[src/rtl/microwave_timer.sv]
// Microwave cook-time countdown: keypad entry of MM:SS BCD digits, one-second
// decrements while the magnetron runs, and a done flag at 00:00.
module microwave_timer #(
    parameter int TICK_DIV = 100
) (
    input  logic       clk,
    input  logic       rst,
    input  logic       clearn,
    input  logic       mag_on,
    input  logic       digit_valid,
    input  logic [3:0] digit,
    output logic [3:0] min_tens,
    output logic [3:0] min_ones,
    output logic [3:0] sec_tens,
    output logic [3:0] sec_ones,
    output logic       timer_done,
    output logic       tick
);
    localparam int PW = $clog2(TICK_DIV);
    localparam logic [PW-1:0] PRE_MAX = PW'(TICK_DIV - 1);

    // digit_valid is a single-cycle strobe with no back-pressure: a digit is
    // taken on the edge where digit_valid=1, mag_on=0 and digit<=9, else dropped.

    logic [PW-1:0] pre, pre_n;
    logic [3:0]    mt_n, mo_n, st_n, so_n;
    logic          tick_n;
    logic          count_zero;

    assign count_zero = (min_tens == 4'd0) && (min_ones == 4'd0) &&
                        (sec_tens == 4'd0) && (sec_ones == 4'd0);

    always_comb begin
        mt_n   = min_tens;
        mo_n   = min_ones;
        st_n   = sec_tens;
        so_n   = sec_ones;
        pre_n  = pre;
        tick_n = 1'b0;
        if (!clearn) begin
            mt_n  = 4'd0;
            mo_n  = 4'd0;
            st_n  = 4'd0;
            so_n  = 4'd0;
            pre_n = '0;
        end else if (digit_valid && !mag_on && (digit <= 4'd9)) begin
            mt_n  = min_ones;
            mo_n  = sec_tens;
            st_n  = sec_ones;
            so_n  = digit;
            pre_n = '0;
        end else if (mag_on && !count_zero) begin
            if (pre == PRE_MAX) begin
                pre_n  = '0;
                tick_n = 1'b1;
                // Ripple-borrow BCD decrement; never reached at 00:00.
                if (sec_ones != 4'd0) begin
                    so_n = sec_ones - 4'd1;
                end else begin
                    so_n = 4'd9;
                    if (sec_tens != 4'd0) begin
                        st_n = sec_tens - 4'd1;
                    end else begin
                        st_n = 4'd5;
                        if (min_ones != 4'd0) begin
                            mo_n = min_ones - 4'd1;
                        end else begin
                            mo_n = 4'd9;
                            mt_n = min_tens - 4'd1;
                        end
                    end
                end
            end else begin
                pre_n = pre + 1'b1;
            end
        end
    end

    always_ff @(posedge clk) begin
        if (rst) begin
            min_tens   <= 4'd0;
            min_ones   <= 4'd0;
            sec_tens   <= 4'd0;
            sec_ones   <= 4'd0;
            pre        <= '0;
            timer_done <= 1'b1;
            tick       <= 1'b0;
        end else begin
            min_tens   <= mt_n;
            min_ones   <= mo_n;
            sec_tens   <= st_n;
            sec_ones   <= so_n;
            pre        <= pre_n;
            timer_done <= (mt_n == 4'd0) && (mo_n == 4'd0) &&
                          (st_n == 4'd0) && (so_n == 4'd0);
            tick       <= tick_n;
        end
    end
endmodule

[config.mk]
export PLATFORM = sky130hd
export DESIGN_NAME = microwave_timer
export DESIGN_NICKNAME = d
export VERILOG_FILES = /design/src/rtl/microwave_timer.sv
export SDC_FILE = /design/constraint.sdc
export NUM_CORES = 1
export LEC_CHECK = 0
export ABC_AREA = 1
export CAP_MARGIN = 20
export CORE_ASPECT_RATIO = 1.1
export CORE_MARGIN = 2
export CORE_UTILIZATION = 54
export CTS_CLUSTER_DIAMETER = 100
export CTS_CLUSTER_SIZE = 25
export DETAILED_ROUTE_END_ITERATION = 16
export PLACE_DENSITY = 0.8
export SLEW_MARGIN = 15
export SYNTH_ARGS = -nofsm -noshare
export SYNTH_HDL_FRONTEND = slang
export SYNTH_SLANG_ARGS = --single-unit
[constraint.sdc]
create_clock -name clk -period 2.2 [get_ports clk]
set_input_delay 0.22 -clock clk [delete_from_list [all_inputs] [get_ports clk]]
set_output_delay 0.22 -clock clk [all_outputs]
set_load 0.01 [all_outputs]
# ---- Word level (Yosys, flattened, before mapping)
# Index checks and enable logic that the tools add are counted.
dict set report word_totals {
  regBits 25
  inputBits 9
  output_inout_bits 18
  word_cells 67
}
dict set report op_classes {
  addsub 5
  order_cmp 1
  eq_ne 1
  mux 27
  bitwise 2
  reduce_logical 24
}
# cell count
set op_table {}
lappend op_table {{$mux W4} 25}
lappend op_table {{$logic_not A4 Y1} 8}
lappend op_table {{$sub A4 B1 Y4 const B} 4}
lappend op_table {{$reduce_bool A4 Y1} 3}
lappend op_table {{$logic_and A1 B1 Y1} 9}
lappend op_table {{$add A7 B1 Y7 const B} 1}
lappend op_table {{$eq A7 B7 Y1 const B} 1}
lappend op_table {{$mux W7} 1}
lappend op_table {{$le A4 B4 Y1 const B} 1}
lappend op_table {{$reduce_or A4 Y1} 1}
lappend op_table {{$reduce_or A3 Y1} 1}
lappend op_table {{$logic_not A1 Y1} 2}
lappend op_table {{$not A1 Y1} 2}
lappend op_table {{$mux W1} 1}

# ---- Logic depth before layout (Yosys ltp)
# Gate-level depths: netlist of run 1.
dict set report logic_depth {
  ltp_word 13
  depth_mapped 16
  ltp_nobuf 16
}

# ---- Worst setup path before layout of run 1
# OpenSTA, ideal clock, no wires.
dict set report synth_timing {
  path_type {register to register}
  startpoint {register sec_tens[0]}
  endpoint {register timer_done}
  setup_ps 59
  arrival_time_ps 1768
  required_time_ps 2141
  setup_slack_ps 373
  path_stages_with_launch 17
  cell_sequence {dfxtp_1 inv_1 ha_1 nand3_2 nor2_8 a21oi_2 buf_6 nand2_1 nand2_1 nand3_1 nand2_1 nand2_1 nor2_1 nand2_1 nor2_1 nand2_1 nand2_1}
}
dict set report synth_via {
  elab_chain_len 12
  word_cells_on_any_way 35
}
# element line_no
set synth_lines {}
lappend synth_lines {{start, declared} 14} ;# output logic [3:0] sec_tens,
lappend synth_lines {{start signal, assigned} 91} ;# sec_tens <= st_n;
lappend synth_lines {{branches (longest 11 deep; another with $sub A4 B1 Y4)} n/a}
lappend synth_lines {{$logic_and A1 B1 Y1 *} 95} ;# (st_n == 4'd0) && (so_n == 4'd0);
lappend synth_lines {{end signal, assigned} 94} ;# timer_done <= (mt_n == 4'd0) && (mo_n == 4'd0) &&
lappend synth_lines {{end, declared} 16} ;# output logic timer_done,
# Every way passes the cells marked *.
# A chain may end at the register's enable or synchronous reset.

# ---- Worst setup path in the final report of run 1
# Ends and elaborated chain as after synthesis.

==> impl_metrics.toml, run 1 <==
[placement]
gp_congestion = 0.949
place_hpwl_um = 3440
dpl-instance-area_sq_um = 2130
port_buffers = 26
place_ws_ns = 0.175

[synthesis]
synth_cell_types = 33
synth-seq-cells = 25
synth_area_leaders = "dfxtp_1 (28%), nand2_1 (14%), nand3_1 (7.2%), inv_1 (6.8%), nor2_1 (6.2%)"
yosys.area.top_type = "dfxtp_1"
synth_area_per_cell_sq_um = 6.44
ys_warn_count = 0
syn_area_sq_um = 1810
synthCells = 281
yosys.area.top_type_share_pct = 27.6
ys_seq_area_share_pct = 27.6
syn-num-nets = 296

[clock_tree]
cts.sinks = 25
cts_buffers = 3
cts_buffer_depth = 2
cts_resized = 0
cts-hold-fix-buffers = 0
cts_max_level = 1
post_cts_buffers = 0
clk_pin_slew_worst_paths_ns = 0.15
clockRootBuffer = "clkbuf_4"
insertion_delay_ns = 0.33
tritoncts = "yes"

[floorplanning]
die_w_um = 59.2
coreArea_sq_um = 3280
start_util_pct = 55.3
dieArea_sq_um = 3830
die_h_um = 64.7
ios = 27
rows = 22

[cells_and_area]
area_growth_pct = 19.6
drive_above_1_share_pct = 13.8
final_cell_area_sq_um = 2170
final_net_count = 327
nFillCells = 306
diodes = 0

[detailed_routing]
drc_errors = 0
wirelength_um = 4360
ant_nets = 0
wire_per_inst_um = 12.6
vias = 1893
firstDrtPassIters = 4
via_per_inst = 5.46
first_iter_violations = 139

[worst_setup_path]
ff2ff_setup_slack_ns = 0.21
path_max_fanout = 6
cp_top_family = "simple AND/OR/NAND/NOR gates"
cp_cell_sequence = "inv_1 -> ha_1 -> nand3_4 -> nor2_8 -> a21oi_2 -> buf_4 -> nand3_1 -> nand3_1 -> nand2_1 -> nand2_1 -> nor2_1 -> nand2_1 -> nor2_1 -> nand2_1 -> nand2_1"
path_class = "reg2reg"
critical_path_arrival_ns = 2.27
max_stage_delay_ns = 0.37
reg2reg_depth = 15
worstSetupStartpointType = "flip-flop"
worst_path_max_delay_cell = "dfxtp_2"
cp.buffers_inverters = 2
critPathRequiredTime_ns = 2.49
rr_startpoint = "sec_tens[0]"
end_kind = "flip-flop"
crit_path_frequent_cell = "nand2_1"
r2r-end = "timer_done"

[power_and_ir_drop]
p_per_area_nw_per_um2 = 472
vdd_drop_max_uv = 297
p_total_mw = 1.02
p_leak_nw = 0.971

[global_routing]
grt_usage_pct = 25.0
antenna_found_initial = 0
grt_max_degree = 17
grt_pass1_vias = 1712
grt_overflow = 0
grt_pass1_wl_um = 7500

[sta]
period_needed_ns = 1.99
rsz0062_at_grt = "false"
fin_ws_ns = 0.214
final.period_utilization_pct = 90.3
tightest_slew_ns = 0.324
fin_setup_tns_ns = 0
hold_viol = 0
finClkSkew_ns = 0.00972
fmax_ghz = 0.504
setup_violations = 0
drv_slew = 0
slew_headroom_pct = 78.2

[hold_path]
hold_depth = 2
min_from = "pre[1]"
worstHoldEndpoint = "pre[1]"
hold_class = "reg2reg"

[outcome]
status = "finished, final reports clean"

[run]
cap_viol_max_count = 0
flip-flops by register name, indices dropped and copies added, names as in the netlist:
register and flops:
pre 7, min_ones 4, min_tens 4, sec_ones 4, sec_tens 4, tick 1
timer_done 1
metrics by stage:
step                utilization (%)  std cells  hold WS [ns]
floorplan                         -        281         0.458
global placement               65.0        343         0.475
detailed placement             65.0        343         0.476
CTS                            65.8        347         0.496
global route                   66.1        347         0.528
finish                         66.1        347         0.501
per-layer routing:
layer | routed length, um | vias to the layer above | GRT usage, % | share of wire, %
li1 | - | 967 | - | -
met1 | 2050 | 880 | 35.2 | 47
met2 | 2080 | 39 | 40.2 | 48
met3 | 166 | 7 | 2.00 | 3.8
met4 | 67 | 0 | 7.39 | 1.5
met5 | 0 | - | 0 | 0
cell usage after synthesis:
cell / count
a21oi_2: 1
xnor2_1: 1
buf_2: 2
ha_1: 6
nor3b_1: 4
a21oi_1: 17
nand2_8: 1
nand2_1: 66
inv_1: 33
nand2_2: 1
nor3_2: 1
nand4_1: 7
nor2_8: 1
buf_4: 2
inv_2: 7
nor3_1: 6
or2_2: 2
buf_6: 1
dfxtp_1: 25
nand3_4: 1
nand2_4: 3
o21ai_0: 20
nor2_1: 30
buf_1: 1
clkbuf_1: 2
o21ai_2: 1
nand3_2: 3
nor2_2: 3
nor2_4: 3
nand3b_1: 2
o21ai_1: 1
clkinv_4: 1
nand3_1: 26
worst reg2reg max path: cells and delay by family (launching register included):
family / cells / cell delay (ns)
fa+ha+maj: 1 / 0.24
simple gates: 11 / 1.00
buf+inv: 2 / 0.25
flops: 1 / 0.37
compound gates: 1 / 0.08
worst max path at each step:
| stage | from | end | cells after the start |
|---|---|---|---|
| global route | min_ones[0] | timer_done | 15 |
| floorplan | sec_tens[0] | timer_done | 16 |
| CTS | sec_tens[0] | timer_done | 16 |
| global placement | sec_tens[0] | timer_done | 15 |
| finish | sec_tens[0] | timer_done | 15 |
| detailed placement | sec_tens[0] | timer_done | 16 |
layout make-up:
cell class / count / area (sq um) / area share (%)
Inverter: 41 / 159 / 7.34
Multi-Input combinational cell: 207 / 1110 / 51.3
Clock buffer: 4 / 26.3 / 1.21
Timing Repair Buffer: 34 / 320 / 14.8
Sequential cell: 25 / 504 / 23.3
Tap cell: 36 / 45.0 / 2.08
cell families after synthesis:
kind of cell | count (synthesis) | synth area share, %
AND/OR/NAND/NOR | 160 | 44.9
buffers and inverters | 49 | 11.4
AO/OA/AOI/OAI | 40 | 11.5
flip-flops | 25 | 27.6
adder cells (fa/ha/maj) | 6 | 4.15
XOR/XNOR | 1 | 0.484
cell usage in the layout (no fill, tap or decap), types with 4 or more instances in the layout:
| cell | instances |
|---|---|
| inv_2 | 7 |
| nor3_1 | 6 |
| inv_1 | 33 |
| dfxtp_1 | 22 |
| nand4_1 | 7 |
| o21ai_0 | 20 |
| nand2_1 | 66 |
| clkdlybuf4s50_1 | 26 |
| nor3b_1 | 4 |
| nand3_1 | 26 |
| ha_1 | 6 |
| nor2_1 | 30 |
| buf_4 | 8 |
| a21oi_1 | 17 |
power breakdown:
part	leakage [nW]	switching (mW)	internal, mW
logic	0.752	0.192	0.128
registers	0.204	0.0155	0.467
clock network	0.0150	0.149	0.0712
total	0.971	0.356	0.666
No activity file was read; power rests on OpenSTA's default activity.
==> inputs of run 2 (changes only) <==
- CELL_PAD_IN_SITES_DETAIL_PLACEMENT: unset -> 0
- CELL_PAD_IN_SITES_GLOBAL_PLACEMENT: unset -> 1
- CORE_UTILIZATION: 54 -> 38
- PLACE_DENSITY: 0.8 -> unset
- PLACE_DENSITY_LB_ADDON: unset -> 0.1
==> run 2 against run 1 <==
Net effect:
- total power is 7.9% higher
- combinational power up 6.9%
- sequential share of layout area decreased by 1.1 points
- worst hold slack lost 0.0069 ns
- cell area is 4.2% higher
- clock power grew 29%
- critical endpoint unchanged
- largest cell class unchanged
- highest routed layer unchanged
==> impl_metrics.toml, run 2 (synthesis gave the netlist of run 1 again) <==
[outcome]
status = "finished, final reports clean"

[hold_path]
min_from = "pre[1]"
hold_class = "reg2reg"
hold_depth = 2
worstHoldEndpoint = "pre[1]"

[floorplanning]
start_util_pct = 39.2
dieArea_sq_um = 5330
ios = 27
die_w_um = 69.8
die_h_um = 76.4
rows = 26
coreArea_sq_um = 4620

[detailed_routing]
firstDrtPassIters = 4
via_per_inst = 4.99
wire_per_inst_um = 13.2
vias = 1855
ant_nets = 0
wirelength_um = 4930
drc_errors = 0
first_iter_violations = 71

[worst_setup_path]
reg2reg_depth = 16
path_class = "reg2reg"
cp.buffers_inverters = 2
r2r-end = "timer_done"
max_stage_delay_ns = 0.34
path_max_fanout = 10
cp_top_family = "simple AND/OR/NAND/NOR gates"
crit_path_frequent_cell = "nand2_1"
worst_path_max_delay_cell = "dfxtp_1"
critPathRequiredTime_ns = 2.42
critical_path_arrival_ns = 2.22
end_kind = "flip-flop"
worstSetupStartpointType = "flip-flop"
rr_startpoint = "min_ones[0]"
ff2ff_setup_slack_ns = 0.19
cp_cell_sequence = "inv_1 -> ha_2 -> nand3_4 -> nor2_8 -> nand2_8 -> nand2_8 -> nand2_1 -> nand2_1 -> nand2_1 -> nand2_1 -> nand2_1 -> inv_1 -> nand3_1 -> nor2_1 -> nand2_1 -> nand2_1"

[sta]
rsz0062_at_grt = "false"
drv_slew = 0
tightest_slew_ns = 0.340
fin_setup_tns_ns = 0
slew_headroom_pct = 77.3
fin_hold_ws_ns = 0.495
hold_viol = 0
fmax_ghz = 0.498
finClkSkew_ns = 0.00403
fin_ws_ns = 0.193
period_needed_ns = 2.01
setup_violations = 0
final.period_utilization_pct = 91.2

[placement]
place_ws_ns = 0.153
gp_congestion = 0.880
port_buffers = 26
place_hpwl_um = 3860

[run]
cap_viol_max_count = 0

[global_routing]
grt_overflow = 0
antenna_found_initial = 0
grt_pass1_vias = 1661
grt_pass1_wl_um = 8270
grt_usage_pct = 19.1
grt_max_degree = 17

[cells_and_area]
layout_common_cells = "nand2_1 (66), inv_1 (33), nor2_1 (30)"
final_common_cell = "nand2_1"
largest_register_ffs = 7
diodes = 0
fin_util_pct = 48.9
drive_above_1_share_pct = 14.9
regMostFlops = "pre"
final_net_count = 332
nFillCells = 512
area_growth_pct = 24.7

[power_and_ir_drop]
vdd_drop_max_uv = 238
p_leak_nw = 1.00
pwr-share-clk_pct = 25.6
netSwitchingFraction_pct = 33.9
p_per_area_nw_per_um2 = 489
pwr-share-seq_pct = 43.4
p_sw_mw = 0.374
p_total_mw = 1.10
intPower_mw = 0.730
comb_power_share_pct = 31.0

[clock_tree]
cts_buffer_depth = 2
tritoncts = "yes"
clk_pin_slew_worst_paths_ns = 0.09
clockRootBuffer = "clkbuf_8"
cts_buffers = 3
cts_max_level = 1
insertion_delay_ns = 0.27
cts.sinks = 25
run 2: worst max-delay path by stage:
| stage | cells after the start | to | slack, ns | start |
|---|---|---|---|---|
| 2_1_floorplan | 16 | timer_done | 0.37 | sec_tens[0] |
| 3_3_place_gp | 16 | timer_done | 0.13 | sec_tens[1] |
| 3_5_place_dp | 16 | timer_done | 0.15 | sec_tens[1] |
| 4_1_cts | 16 | timer_done | 0.12 | sec_tens[1] |
| 5_1_grt | 15 | timer_done | 0.003 | pre[0] |
| 6_report | 16 | timer_done | 0.19 | min_ones[0] |
run 2: cell type report:
| cell class | instances | area, sq um | share of cell area (%) |
|---|---|---|---|
| Multi-Input combinational cell | 207 | 1120 | 49.8 |
| Inverter | 41 | 159 | 7.04 |
| Sequential cell | 25 | 500 | 22.2 |
| Clock buffer | 4 | 45.0 | 2.00 |
| Tap cell | 56 | 70.1 | 3.10 |
| Timing Repair Buffer | 39 | 358 | 15.9 |
run 2: power by group through the flow:
| stage | Combinational, mW | Sequential, mW | Clock (mW) |
|---|---|---|---|
| after detailed placement | 0.331 | 0.490 | 0 |
| after CTS | 0.332 | 0.479 | 0.293 |
| after global placement | 0.332 | 0.490 | 0 |
| after global routing | 0.380 | 0.482 | 0.315 |
| after floorplan | 0.222 | 0.494 | 0 |
| final | 0.342 | 0.479 | 0.283 |
run 2: metrics by stage:
step	cells	area, sq um
6_report	372	2260
5_1_grt	372	2260
4_1_cts	369	2210
3_5_place_dp	365	2170
3_3_place_gp	365	2170
2_1_floorplan	281	1810
run 2: metal layers:
layer / track usage [%] / routed length [um]
met5: 0 / 0
met4: 5.38 / 44
met3: 2.51 / 183
met2: 31.5 / 2290
met1: 26.2 / 2410
run 2: what timing repair did:
action                                  in CTS  in global routing
hold buffers                                 0                  0
buffers inserted                             0                  3
gates resized for setup                      0                  4
endpoints found under the setup margin       0                  1
run 2: worst reg2reg max path, cell delays in order (launching register included):
cell     delay [ns]
dfxtp_1        0.34
inv_1          0.11
ha_2           0.22
nand3_4        0.12
nor2_8         0.22
nand2_8        0.11
nand2_8        0.12
nand2_1        0.06
nand2_1        0.08
nand2_1        0.06
nand2_1        0.09
nand2_1        0.06
inv_1          0.06
nand3_1        0.09
nor2_1         0.12
nand2_1        0.05
nand2_1        0.05
